File: src/rtl/passcode_pkg.sv
// Shared definitions for the keypad passcode lock: state encodings, key codes
// and a small key-classification helper. The display block imports this too.
package passcode_pkg;

    // FSM state encodings, also shown on the display
    localparam logic [2:0] S_IDLE    = 3'd0;
    localparam logic [2:0] S_ENTRY   = 3'd1;
    localparam logic [2:0] S_CHECK   = 3'd2;
    localparam logic [2:0] S_OPEN    = 3'd3;
    localparam logic [2:0] S_FAIL    = 3'd4;
    localparam logic [2:0] S_LOCKOUT = 3'd5;
    localparam logic [2:0] S_SET     = 3'd6;

    // Non-digit key codes from the keypad decoder
    localparam logic [3:0] KEY_CHANGE = 4'hA;
    localparam logic [3:0] KEY_CLEAR  = 4'hE;
    localparam logic [3:0] KEY_ENTER  = 4'hF;

    // Keys 0-9 are digits; B, C and D are unused and never act as digits
    function automatic logic is_digit(input logic [3:0] key);
        return (key < 4'd10);
    endfunction

endpackage

File: src/rtl/passcode_if.sv
// Key strobe / status bundle between the keypad front end, the passcode
// controller and the display block.
interface passcode_if;
    logic       tick;
    logic       key_vld;
    logic [3:0] key_val;
    logic       unlocked;
    logic       locked_out;
    logic       err;
    logic [2:0] state;
    logic [3:0] entry_cnt;
    logic [3:0] fail_cnt;

    // Keypad side: produces strobes and timebase, observes status
    modport master (
        output tick, key_vld, key_val,
        input  unlocked, locked_out, err, state, entry_cnt, fail_cnt
    );

    // Controller side
    modport slave (
        input  tick, key_vld, key_val,
        output unlocked, locked_out, err, state, entry_cnt, fail_cnt
    );
endinterface

File: src/rtl/passcode_tick_timer.sv
// Loadable down-counter advanced by the timebase tick. A load always wins over
// a tick in the same cycle, and the count holds at zero once it gets there.
module tick_timer #(
    parameter int W = 11
) (
    input  logic         clk,
    input  logic         clr_n,
    input  logic         tick,
    input  logic         load,
    input  logic [W-1:0] load_val,
    output logic         zero
);

    logic [W-1:0] count_reg;

    // Reload on request, otherwise count down one per tick until empty
    always_ff @(posedge clk or negedge clr_n) begin
        if (!clr_n) begin
            count_reg <= '0;
        end else if (load) begin
            count_reg <= load_val;
        end else if (tick && (count_reg != '0)) begin
            count_reg <= count_reg - 1'b1;
        end
    end

    assign zero = (count_reg == '0);

endmodule

File: src/rtl/passcode_ctrl.sv
// Keypad passcode lock sequencer: digit buffer, stored code, failure counter
// and one shared timer for the OPEN, LOCKOUT and inactivity intervals.
module passcode_ctrl
    import passcode_pkg::*;
#(
    parameter int                      CODE_LEN     = 4,
    parameter logic [CODE_LEN*4-1:0]   DEFAULT_CODE = 16'h1234,
    parameter int                      MAX_TRIES    = 3,
    parameter int                      OPEN_TICKS   = 1000,
    parameter int                      LOCK_TICKS   = 2000,
    parameter int                      INACT_TICKS  = 1000
) (
    input  logic       clk,
    input  logic       clr_n,
    passcode_if.slave  bus
);

    localparam int BUF_W  = CODE_LEN * 4;
    localparam int MAX_T1 = (OPEN_TICKS > LOCK_TICKS) ? OPEN_TICKS : LOCK_TICKS;
    localparam int MAX_T  = (MAX_T1 > INACT_TICKS) ? MAX_T1 : INACT_TICKS;
    localparam int TMR_W  = $clog2(MAX_T + 1);

    localparam logic [TMR_W-1:0] T_OPEN  = TMR_W'(OPEN_TICKS);
    localparam logic [TMR_W-1:0] T_LOCK  = TMR_W'(LOCK_TICKS);
    localparam logic [TMR_W-1:0] T_INACT = TMR_W'(INACT_TICKS);
    localparam logic [3:0]       FULL    = 4'(CODE_LEN);
    localparam logic [3:0]       TRIES   = 4'(MAX_TRIES);

    logic [2:0]       state_reg, state_next;
    logic [BUF_W-1:0] buf_reg, buf_next;
    logic [BUF_W-1:0] code_reg, code_next;
    logic [3:0]       cnt_reg, cnt_next;
    logic [3:0]       fail_reg, fail_next;
    logic             tmr_load;
    logic [TMR_W-1:0] tmr_val;
    logic             tmr_zero;

    logic             key_digit;
    logic             key_clear;
    logic             key_enter;
    logic             key_change;
    logic [3:0]       fail_inc;

    assign key_digit  = bus.key_vld && is_digit(bus.key_val);
    assign key_clear  = bus.key_vld && (bus.key_val == KEY_CLEAR);
    assign key_enter  = bus.key_vld && (bus.key_val == KEY_ENTER);
    assign key_change = bus.key_vld && (bus.key_val == KEY_CHANGE);
    assign fail_inc   = fail_reg + 4'd1;

    tick_timer #(
        .W (TMR_W)
    ) u_timer (
        .clk      (clk),
        .clr_n    (clr_n),
        .tick     (bus.tick),
        .load     (tmr_load),
        .load_val (tmr_val),
        .zero     (tmr_zero)
    );

    // Next-state logic; a key in ENTRY/SET reloads the timer, so it always
    // outranks a tick or expiry seen in the same cycle
    always_comb begin
        state_next = state_reg;
        buf_next   = buf_reg;
        cnt_next   = cnt_reg;
        code_next  = code_reg;
        fail_next  = fail_reg;
        tmr_load   = 1'b0;
        tmr_val    = T_INACT;

        case (state_reg)
            S_IDLE: begin
                if (key_digit) begin
                    state_next = S_ENTRY;
                    buf_next   = BUF_W'(bus.key_val);
                    cnt_next   = 4'd1;
                    tmr_load   = 1'b1;
                    tmr_val    = T_INACT;
                end
            end

            S_ENTRY, S_SET: begin
                if (bus.key_vld) begin
                    tmr_load = 1'b1;
                    tmr_val  = T_INACT;
                    if (key_digit) begin
                        if (cnt_reg < FULL) begin
                            buf_next = (buf_reg << 4) | BUF_W'(bus.key_val);
                            cnt_next = cnt_reg + 4'd1;
                        end
                    end else if (key_clear) begin
                        buf_next = '0;
                        cnt_next = 4'd0;
                    end else if (key_enter) begin
                        if (state_reg == S_ENTRY) begin
                            state_next = S_CHECK;
                        end else begin
                            // Short entries back out to OPEN leaving the code alone
                            if (cnt_reg == FULL) begin
                                code_next = buf_reg;
                            end
                            state_next = S_OPEN;
                            buf_next   = '0;
                            cnt_next   = 4'd0;
                            tmr_val    = T_OPEN;
                        end
                    end
                end else if (tmr_zero) begin
                    state_next = S_IDLE;
                    buf_next   = '0;
                    cnt_next   = 4'd0;
                end
            end

            S_CHECK: begin
                if ((cnt_reg == FULL) && (buf_reg == code_reg)) begin
                    state_next = S_OPEN;
                    fail_next  = 4'd0;
                    tmr_load   = 1'b1;
                    tmr_val    = T_OPEN;
                end else begin
                    state_next = S_FAIL;
                end
                // The entered code is not kept around once it has been judged
                buf_next = '0;
                cnt_next = 4'd0;
            end

            S_FAIL: begin
                fail_next = fail_inc;
                buf_next  = '0;
                cnt_next  = 4'd0;
                if (fail_inc == TRIES) begin
                    state_next = S_LOCKOUT;
                    tmr_load   = 1'b1;
                    tmr_val    = T_LOCK;
                end else begin
                    state_next = S_IDLE;
                end
            end

            S_LOCKOUT: begin
                if (tmr_zero) begin
                    state_next = S_IDLE;
                    fail_next  = 4'd0;
                end
            end

            S_OPEN: begin
                if (key_change) begin
                    state_next = S_SET;
                    buf_next   = '0;
                    cnt_next   = 4'd0;
                    tmr_load   = 1'b1;
                    tmr_val    = T_INACT;
                end else if (key_enter || tmr_zero) begin
                    state_next = S_IDLE;
                end
            end

            default: begin
                state_next = S_IDLE;
                buf_next   = '0;
                cnt_next   = 4'd0;
            end
        endcase
    end

    // State, buffer, code and failure counter registers
    always_ff @(posedge clk or negedge clr_n) begin
        if (!clr_n) begin
            state_reg <= S_IDLE;
            buf_reg   <= '0;
            code_reg  <= DEFAULT_CODE;
            cnt_reg   <= 4'd0;
            fail_reg  <= 4'd0;
        end else begin
            state_reg <= state_next;
            buf_reg   <= buf_next;
            code_reg  <= code_next;
            cnt_reg   <= cnt_next;
            fail_reg  <= fail_next;
        end
    end

    // Status is decoded straight from registers so it never glitches
    assign bus.state      = state_reg;
    assign bus.unlocked   = (state_reg == S_OPEN) || (state_reg == S_SET);
    assign bus.locked_out = (state_reg == S_LOCKOUT);
    assign bus.err        = (state_reg == S_FAIL);
    assign bus.entry_cnt  = cnt_reg;
    assign bus.fail_cnt   = fail_reg;

endmodule
File: src/flat_wrapper.sv
// flat-port wrapper written by rule: the top's interface ports become plain ports
module passcode_ctrl_flat import passcode_pkg::*;
#(
    parameter int                      CODE_LEN     = 4,
    parameter logic [CODE_LEN*4-1:0]   DEFAULT_CODE = 16'h1234,
    parameter int                      MAX_TRIES    = 3,
    parameter int                      OPEN_TICKS   = 1000,
    parameter int                      LOCK_TICKS   = 2000,
    parameter int                      INACT_TICKS  = 1000
)
  (clk, clr_n, bus_tick, bus_key_vld, bus_key_val, bus_unlocked, bus_locked_out, bus_err, bus_state, bus_entry_cnt, bus_fail_cnt);
  passcode_if bus_i ();
  input  logic clk;
  input  logic clr_n;
  input wire logic [$bits(bus_i.tick)-1:0] bus_tick;
  input wire logic [$bits(bus_i.key_vld)-1:0] bus_key_vld;
  input wire logic [$bits(bus_i.key_val)-1:0] bus_key_val;
  output wire logic [$bits(bus_i.unlocked)-1:0] bus_unlocked;
  output wire logic [$bits(bus_i.locked_out)-1:0] bus_locked_out;
  output wire logic [$bits(bus_i.err)-1:0] bus_err;
  output wire logic [$bits(bus_i.state)-1:0] bus_state;
  output wire logic [$bits(bus_i.entry_cnt)-1:0] bus_entry_cnt;
  output wire logic [$bits(bus_i.fail_cnt)-1:0] bus_fail_cnt;
  assign bus_i.tick = bus_tick;
  assign bus_i.key_vld = bus_key_vld;
  assign bus_i.key_val = bus_key_val;
  assign bus_unlocked = bus_i.unlocked;
  assign bus_locked_out = bus_i.locked_out;
  assign bus_err = bus_i.err;
  assign bus_state = bus_i.state;
  assign bus_entry_cnt = bus_i.entry_cnt;
  assign bus_fail_cnt = bus_i.fail_cnt;
  passcode_ctrl #(.CODE_LEN(CODE_LEN), .DEFAULT_CODE(DEFAULT_CODE), .MAX_TRIES(MAX_TRIES), .OPEN_TICKS(OPEN_TICKS), .LOCK_TICKS(LOCK_TICKS), .INACT_TICKS(INACT_TICKS)) u_core (.clk(clk), .clr_n(clr_n), .bus(bus_i));
endmodule
File: config.mk
export PLATFORM = sky130hd
export DESIGN_NAME = passcode_ctrl_flat
export DESIGN_NICKNAME = d
export VERILOG_FILES = /design/src/rtl/passcode_pkg.sv /design/src/rtl/passcode_if.sv /design/src/rtl/passcode_tick_timer.sv /design/src/rtl/passcode_ctrl.sv /design/src/flat_wrapper.sv
export SDC_FILE = /design/constraint.sdc
export NUM_CORES = 1
export LEC_CHECK = 0
export ABC_AREA = 1
export CAP_MARGIN = 20
export CORE_ASPECT_RATIO = 2
export CORE_UTILIZATION = 55
export DETAILED_ROUTE_END_ITERATION = 10
export PLACE_DENSITY_LB_ADDON = 0.25
export SLEW_MARGIN = 15
export SYNTH_ARGS = -nofsm -noshare
export SYNTH_HDL_FRONTEND = slang
export SYNTH_SLANG_ARGS = --single-unit
File: constraint.sdc
create_clock -name clk -period 3.1 [get_ports clk]
set_input_delay 0.31 -clock clk [delete_from_list [all_inputs] [get_ports clk]]
set_output_delay 0.31 -clock clk [all_outputs]
set_load 0.03 [all_outputs]
Word-level counts from Yosys, hierarchy flattened. Cells that the tools add are included.

Flip-flop bits (word level): 54. Bits in latches: 0. Bits in writable memories: 0. Memory bits (read-only): 0. Logic and storage cells: 102. Memories kept: 0.

$add $sub $neg: 3. Multiply operators: 0. Div/mod/pow operators: 0. Magnitude comparators: 2. Eq/ne operators: 24. Shift operators: 0. Mux-type cells: 44. Bitwise logic cells: 5. Reductions and logical operators: 18.

Operator list (count): $mux 16 (9); $pmux 16 s4 (1); $mux 11 (4); $mux 4 (10); $mux 3 (10); $pmux 3 s6 (1); $eq 16x16->1 (1); $or 16x4->16 (1); $pmux 4 s4 (1); $reduce_and 7->1 (2); $eq 4x4->1 const B (3); $pmux 4 s3 (1); $logic_not 11->1 (1); $reduce_bool 11->1 (1); $sub 11x1->11 const B (1); $eq 3x3->1 const B (3); $add 4x1->4 const B (2); $ne 2x1->1 const B (4); $eq 3x2->1 const B (2); $logic_and 1x1->1 (6); $mux 1 (6); $ne 3x2->1 const B (2); $ne 3x3->1 const B (2); $ne 5x2->1 const B (1); 17 further kinds (21).

Logic depth before layout (Yosys ltp). Gate-level depths: netlist (run 1).

Word-level depth: 7. Mapped depth: 13.

Cells and area by module. From an unflattened synthesis (run 1), not the netlist that was laid out.

Cells, all modules: 453. Area, all modules: 3363.2 sq um.

Modules (own cells, without submodules): passcode_ctrl (instances 1, cells each 324, area an instance 2513.7 sq um, sequential area each 1082.3 sq um); tick_timer (instances 1, cells each 129, area an instance 849.6 sq um, sequential area each 275.3 sq um).

Worst setup path before layout (run 1). No wires, ideal clock.

Path type: reg2reg. From: reg u_core.state_reg[2], in the netlist u_core.bus.state[2]. To: reg u_core.buf_reg[10]. Setup time: 0.122 ns. Arrival: 2.129 ns. Setup slack: 0.849 ns. Cell stages (with the launch flop): 9. Path buffers: 2. Period minus slack after synthesis: 2.251 ns. Path through: dfrtp_1 -> inv_2 -> nor3_1 -> nand3b_1 -> nor2_1 -> nand3_2 -> buf_6 -> buf_6 -> a21oi_2.

Elaborated cells between the ends (all ways): 15.

RTL lines: from (decl) (line passcode_ctrl.sv:29) `logic [2:0] state_reg, state_next;`; from (signal assigned) (line passcode_ctrl.sv:179) `state_reg <= state_next;`; $eq 3x3->1 *; net bus_locked_out (line flat_wrapper.sv:19) `output wire logic [$bits(bus_i.locked_out)-1:0] bus_locked_out;`; $not 1->1 (no line); $reduce_and 7->1 (no line); to (signal assigned) (line passcode_ctrl.sv:180) `buf_reg <= buf_next;`; to (decl) (line passcode_ctrl.sv:30) `logic [BUF_W-1:0] buf_reg, buf_next;`.

Mark *: on every way through the listed nets, which the timed path passes. The rest lies on a longest branch. A chain may end at the register's enable or synchronous reset.

Worst setup path after layout (run 1).
From: reg u_core.state_reg[2], in the netlist u_core.bus.state[2]. To: out bus_locked_out.

Cells in the longest elaborated chain, start to end: 1.

Ends and longest elaborated chain: $eq 3x3->1 (line passcode_ctrl.sv:190) `assign bus.locked_out = (state_reg == S_LOCKOUT);`; to (decl) (line flat_wrapper.sv:19).

Every way passes these cells.

==> results of run 1 <==
-- layout make-up --
| class | count | area (sq um) |
|---|---|---|
| fill | 485 | 1980 |
| multi-input combinational | 283 | 1490 |
| sequential | 54 | 1360 |
| timing repair buffer | 24 | 230 |
| inverter | 49 | 184 |
| tap | 60 | 75.1 |
| clock buffer | 6 | 72.6 |
| clock inverter | 2 | 37.5 |
-- synthesized netlist by cell type (4+ instances only) --
cell | number | area, sq um
buf_6 | 4 | 45.0
nand2_1 | 104 | 390
dfstp_2 | 5 | 131
nand3_1 | 17 | 85.1
nand3b_1 | 4 | 30.0
xnor2_1 | 11 | 96.3
nor2_1 | 39 | 146
o21ai_1 | 8 | 40.0
inv_1 | 44 | 165
a21oi_2 | 10 | 87.6
a21oi_1 | 13 | 65.1
o21ai_0 | 28 | 140
dfrtp_1 | 49 | 1230
ha_1 | 5 | 62.6
nor3_1 | 6 | 30.0
mux2_2 | 4 | 45.0
inv_2 | 5 | 18.8
nor2_2 | 4 | 25.0
nand4_1 | 9 | 56.3
-- stage by stage --
| step | instance area [sq um] | setup slack, ns |
|---|---|---|
| finish | 3440 | 0.737 |
| global placement | 3330 | 0.778 |
| floorplan | 3090 | 0.849 |
| global route | 3440 | 0.651 |
| CTS | 3440 | 0.757 |
| detailed placement | 3330 | 0.697 |
-- critical path, cell delays in order (launching register included) --
cell	delay (ns)
dfrtp_1	0.51
inv_2	0.12
nor3_1	0.35
clkdlybuf4s50_1	0.75
-- cells by family (layout without fill, tap and decap cells) --
kind of cell	count (synthesis)	count (layout)	share of synthesized area (%)
xor gates and xnor gates	13	13	3.68
muxes	4	4	1.46
DFF	54	54	43.9
buffers and inverters	57	81	8.01
adders and majority gates	5	5	2.02
AOI/OAI and AO/OA	65	65	12.3
and+or+nand+nor	196	196	28.7
-- power by group --
group	switching [mW]	total, mW	internal, mW
clock network	0.245	0.487	0.241
registers	0.167	1.03	0.866
logic	0.877	1.37	0.495
total	1.29	2.89	1.60
-- routing by layer --
metal | global-route usage (%) | up-vias | routed length, um | part of all wire (%)
met1 | 25.7 | 1238 | 2510 | 37
met5 | 0 | - | 0 | 0
met4 | 15.0 | 0 | 241 | 3.6
li1 | - | 1310 | - | -
met2 | 45.8 | 46 | 3760 | 56
met3 | 4.92 | 19 | 195 | 2.9
-- path summary, 6_finish.rpt --
check                                                        startpoint                                       to  cells past startpoint
worst max-delay path                    u_core.bus.state[2]$_DFFE_PN0P_                           bus_locked_out                      3
worst min-delay path                                              clr_n       u_core.bus.fail_cnt[2]$_DFFE_PN0P_                      1
worst max register to register  u_core.u_timer.count_reg[0]$_DFFE_PN0P_           u_core.buf_reg[14]$_DFFE_PN0P_                     10
worst min register to register          u_core.code_reg[12]$_DFFE_PN1P_          u_core.code_reg[12]$_DFFE_PN1P_                      2
max in group asynchronous                                         clr_n  u_core.u_timer.count_reg[9]$_DFFE_PN0P_                      2
min in group clk                        u_core.code_reg[12]$_DFFE_PN1P_          u_core.code_reg[12]$_DFFE_PN1P_                      2
==> results.txt, run 1 <==
The via count of the first global-routing pass is ~2500. The fraction of final layout cells with drive strength greater than 1 is between 10 and 15%. The number of buffers created by CTS came out at 5. The later pin in the worst-skew pair is clocked with a latency of approximately 0.32 ns. The final number of hold-violating endpoints was 25.

The final routed DRC violation total came out at 0. The H-tree was split into 2 levels. At the worst endpoint, the arrival time is approximately 2 ns. In this run the static leakage power is 1.60 nW. The total of endpoints with negative setup slack in the final report is 0. The CTS tree is yes. The total setup buffers inserted after CTS came out at 0. The number of max-capacitance violations reported came out at 0. The post-route clock skew came out at 0.00636 ns. Counting flops with a built-in enable in the synthesized netlist gives 0. The data required time at the worst endpoint is roughly 2.8 ns. The wire length reported by the detailed router is ~6700 um.

The count of cell types in the netlist came out at 34. The number of cell rows came out at 38. The total count of max-transition violations in the final report is 0.

The floorplan die area came out at between 0.005 and 0.006 sq mm. The post-cts hold buffer count is 0. The final reports fail on hold timing. The starting utilization of the core area came out at 57.1%. Leaving out fill and tap cells, the most frequent cells in the layout are 104 x nand2_1, 49 x dfrtp_1, 44 x inv_1. The flip-flop and latch count after synthesis came out at between 50 and 60. The final total power is ~2.9 mW.

The critical setup path kind is reg2out. The placed wire-length estimate after detailed placement is ~5100 um. The number of nets in the finished design is 430.

For this block, the via count after detailed routing is 2613. The clock sink total came out at between 50 and 60. The worst hold slack came out at -0.0199 ns.

The worst setup path is captured at an output pin. The share of the yosys chip area belonging to registers came out at ~44%. The region available for standard cell placement spans around 0.0054 sq mm. 0 antenna diodes ended up in the layout. The final weighted congestion of routability-driven global placement is approximately 0.91. A synthesized cell averages about 8 sq um. Counting tap cells, the placed design contains a total of 470 instances. The number of detailed-routing iterations run before antenna repair came out at 4. The commonest non-fill, non-tap cell in the layout is nand2_1.

The ratio of total power to cell area is between 800 and 900 mW/mm^2. The residual antenna-violating net count after detailed routing came out at 0. The minimum clock period after layout is approximately 2.4 ns. Setup total negative slack on the finished layout was measured at 0 ns. The die span in x is 55.0 um. Summed over all layers, the global routing overflow is 0.

Among all flip-flop cells after synthesis, the most frequent one is dfrtp_1. The worst setup path is launched from a register. Measured against its own limit, the worst slew margin works out to about three fifths.

Using the TritonRoute via totals, the vias-per-cell ratio works out to around 5.5. The area growth from synthesis to final layout is 11.4%. The overall fraction of global-route tracks in use is approximately 26%.

The boundary pin count came out at 22. The number of gates resized after cts came out at 0. The share of async-settable or async-resettable flops after synthesis is 100%. Of all nets on the critical path, the largest fanout is 8. The number of antenna violations at the first check in global routing is 0. The number of warnings reported in the yosys synthesis log is 0. The clock slew at the register clock pins of the worst setup and hold paths came out at around 0.1 ns. The initial detailed-routing violation count came out at 78. Setup repair after global routing left no endpoint under its margin. The measured slew at the worst slew-check pin is 0.606 ns. In this run the clock root is driven by a clkbuf_8. The utilization after layout is 63.6%. The worst hold path belongs to the class in2async. The maximum number of pins on one net before global-route repair is 48.

The post-synth net total came out at 407. The count of port buffers added during placement came out at 21. The run finished, with violations left. The part of the cycle the worst path needs is between 70% and 80%.

The clock passes through at most 2 buffers. The number of instances in the synthesized netlist is slightly below 400. The area of the mapped netlist came out at about 0.0031 sq mm.

The die extent in y is between 100 and 150 um. The wire length of the first global-routing pass came out at roughly 11000 um. In this run the register-to-register setup slack is between 0.9 and 1 ns. The peak supply drop is about 530 uV. The highest attainable clock frequency came out at around 420 MHz. The post-detailed-route wirelength per cell is roughly 14 um. The post-layout instance count excluding filler cells is 478.
Power figures use the tool's default switching activity.
==> run 2: changes to the inputs <==
Clock period 3.1 ns to 2.47 ns, I/O delays scaled along.
==> run 2 against run 1 <==
Net effect:
- the run now ends clean
- combinational power grew 30%
- worst hold slack gained 0.062 ns
- worst setup slack lost 0.59 ns
- cell count grew 0.42%
- core utilization grew 0.12 points
- sequential share of layout area shrank 0.071 points
- first-iteration DRC count grew 51%
- non-clock buffer count grew 2
- via count grew 1.8%
- clock power grew 4%
- die area is the same
- cell area grew 0.18%
- critical endpoint unchanged
- largest cell class unchanged
- largest power group unchanged
- highest routed layer unchanged
==> results.txt, run 2 (same netlist as run 1, synthesis figures left out) <==
The post-route clock skew is 0.00481 ns (-0.00155 ns). The utilization after layout is 63.7% (+0.12 points). The clock root buffer master is clkbuf_8. The via count of the first global-routing pass is 2521 (-0.12%). The H-tree depth was 2 (unchanged). The commonest non-fill, non-tap cell in the layout is nand2_1.

The data arrival time of the worst path is 2.08 ns (+0.03 ns). The worst stage delay on the critical path is 0.76 ns (about the same). The number of buffers created by CTS is 5 (unchanged). The logic gate share of total power came out at 49.7% (+2.3 points).

The number of nets in the finished design is 432 (+0.47%). The clock network fraction of design power is 14.1% (-2.7 points). The sequential share of power is 36.2% (+0.5 points). The overall fraction of global-route tracks in use came out at 25.4% (-0.37 points).

The placed wire-length estimate after detailed placement came out at 5100 um (+0.14%). The number of gates resized after cts came out at 0 (unchanged). STA classifies the critical path endpoint as an output pin. The total of endpoints with negative setup slack in the final report came out at 0 (unchanged).

The maximum number of pins on one net before global-route repair is 55 (+15%). The floorplan die area is 0.00595 sq mm (unchanged). The maximum fanout encountered on the critical timing path is 8 (unchanged).

The cell internal power dissipation came to 1.97 mW (+23%). The residual overflow from global routing came out at 0 (unchanged). The placeable core region is 0.00542 sq mm (unchanged). The number of cell rows is 38 (unchanged). The number of detailed-routing iterations run before antenna repair is 4 (unchanged). The net switching power came out at 1.61 mW (+25%). The count of port buffers added during placement came out at 21 (unchanged). The wire length of the first global-routing pass came to 10800 um (-0.45%). The ratio of total power to cell area was 1040 mW/mm^2 (+23%). The clock latency of the later-clocked register in the worst-skew pair came out at 0.32 ns (about the same). The flow ran to the end, and the final reports show no timing, DRC or antenna violations.

The maximum count of clock buffers along a single path is 2 (unchanged). The wire length reported by the detailed router was 6730 um (+0.37%). Setup repair after global routing left no endpoint under its margin. The peak supply drop is 760 uV (+44%). The worst slew margin relative to its limit came out at 54.4% (-5.2 points).

The total count of max-transition violations in the final report came to 0 (unchanged). The residual antenna-violating net count after detailed routing came out at 0 (unchanged). The post-route worst setup slack came to 0.144 ns (-0.593 ns). The boundary pin count is 22 (unchanged). The measured slew at the worst slew-check pin came out at 0.684 ns (+0.0779 ns).

The antenna diode count is 0 (unchanged). The critical path is of the reg2out type. The path category of the worst min-delay check is in2async.

The switching share of power came out at 44.9% (+0.31 points). The starting utilization of the core area was 57.1% (unchanged). The standby leakage power is 1.61 nW (+0.67%). TritonCTS built the clock tree. The number of antenna violations at the first check in global routing is 0 (unchanged). The initial detailed-routing violation count came to 118 (+51%). The via-per-instance ratio is 5.54 (+1.3%). The number of max-capacitance violations reported came out at 0 (unchanged). The final routed DRC violation total came out at 0 (unchanged). The total setup buffers inserted after CTS came out at 0 (unchanged). The final weighted congestion of routability-driven global placement came out at 0.951 (+5.0%). The die span in x came out at 55.0 um (unchanged). The sum of negative setup slack is 0 ns (unchanged). The signal on the critical path passes through inv_2, nor3_1, clkdlybuf4s50_1. The part of the cycle the worst path needs is a little over nine tenths. The overall via count from detail_route came out at 2659 (+1.8%). For this design, the slowest cell found on the critical path is clkdlybuf4s50_1. The fraction of final layout cells with drive strength greater than 1 is 13.3% (+0.41 points). The highest attainable clock frequency came out at ~430 MHz.

For the finished layout, the period the worst path requires is 2.33 ns. The pre-CTS setup slack came to 0.322 ns (-0.375 ns). The startpoint kind of the worst setup timing path is a register.

The clock slew at the register clock pins of the worst setup and hold paths came out at 0.09 ns (about the same). The area growth from synthesis to final layout came out at 11.6%. The die extent in y was 108 um (unchanged). The final number of hold-violating endpoints came out at 0 (-100%). The data required time at the worst endpoint is 2.22 ns (-0.57 ns). The final total power is 3.58 mW (+24%). The post-detailed-route wirelength per cell came out at 14.0 um (about the same).

In the layout the commonest cells are 104 x nand2_1, 49 x dfrtp_1, 44 x inv_1. The clock sink total came to 54 (unchanged). The post-cts hold buffer count came out at 0 (unchanged).
==> run 2: cell type report <==
class | count | area [sq um]
Inverter | 49 | 184
Clock inverter | 1 | 5.00
Tap cell | 60 | 75.1
Clock buffer | 7 | 86.3
Multi-Input combinational cell | 283 | 1490
Sequential cell | 54 | 1360
Timing Repair Buffer | 26 | 255
Fill cell | 495 | 1970
==> run 2: worst paths after layout <==
kind | from | to | slack [ns] | depth (start not counted)
max in group asynchronous | clr_n | u_core.code_reg[0]$_DFFE_PN0P_ | 1.97 | 2
worst min register to register | u_core.code_reg[12]$_DFFE_PN1P_ | u_core.code_reg[12]$_DFFE_PN1P_ | 0.51 | 2
worst min-delay path | clr_n | u_core.bus.fail_cnt[3]$_DFFE_PN0P_ | 0.04 | 2
min in group clk | u_core.code_reg[12]$_DFFE_PN1P_ | u_core.code_reg[12]$_DFFE_PN1P_ | 0.51 | 2
worst max-delay path | u_core.bus.state[2]$_DFFE_PN0P_ | bus_locked_out | 0.14 | 3
worst max register to register | u_core.bus.entry_cnt[0]$_DFFE_PN0P_ | u_core.u_timer.count_reg[4]$_DFFE_PN0P_ | 0.40 | 11
==> run 2: power by group through the flow <==
stage | clock [mW] | sequential [mW] | combinational [mW]
floorplan | 0 | 1.36 | 1.28
global placement | 0 | 1.31 | 1.72
detailed placement | 0 | 1.31 | 1.77
CTS | 0.527 | 1.30 | 1.78
global route | 0.551 | 1.33 | 1.99
finish | 0.506 | 1.29 | 1.78
==> run 2: metal layers <==
layer  wire (um)  GRT usage [%]
met2        3670           43.5
met4         314           17.0
met5           0              0
met3         271           4.78
met1        2480           25.9
==> run 2: per-stage QoR <==
step                      cells  hold WS, ns  instance area [sq um]
after global placement      472        0.413                   3360
after floorplan             394      -0.0486                   3090
after global routing        480        0.107                   3450
after CTS                   480       0.0655                   3450
after detailed placement    472        0.415                   3360
final                       480       0.0424                   3450
==> run 2: worst max-delay path, delay by kind of cell, from the launching register on <==
kind	cells	cell delay, ns
buffers and inverters	2	0.88
flip-flops	1	0.52
AND/OR/NAND/NOR	1	0.36
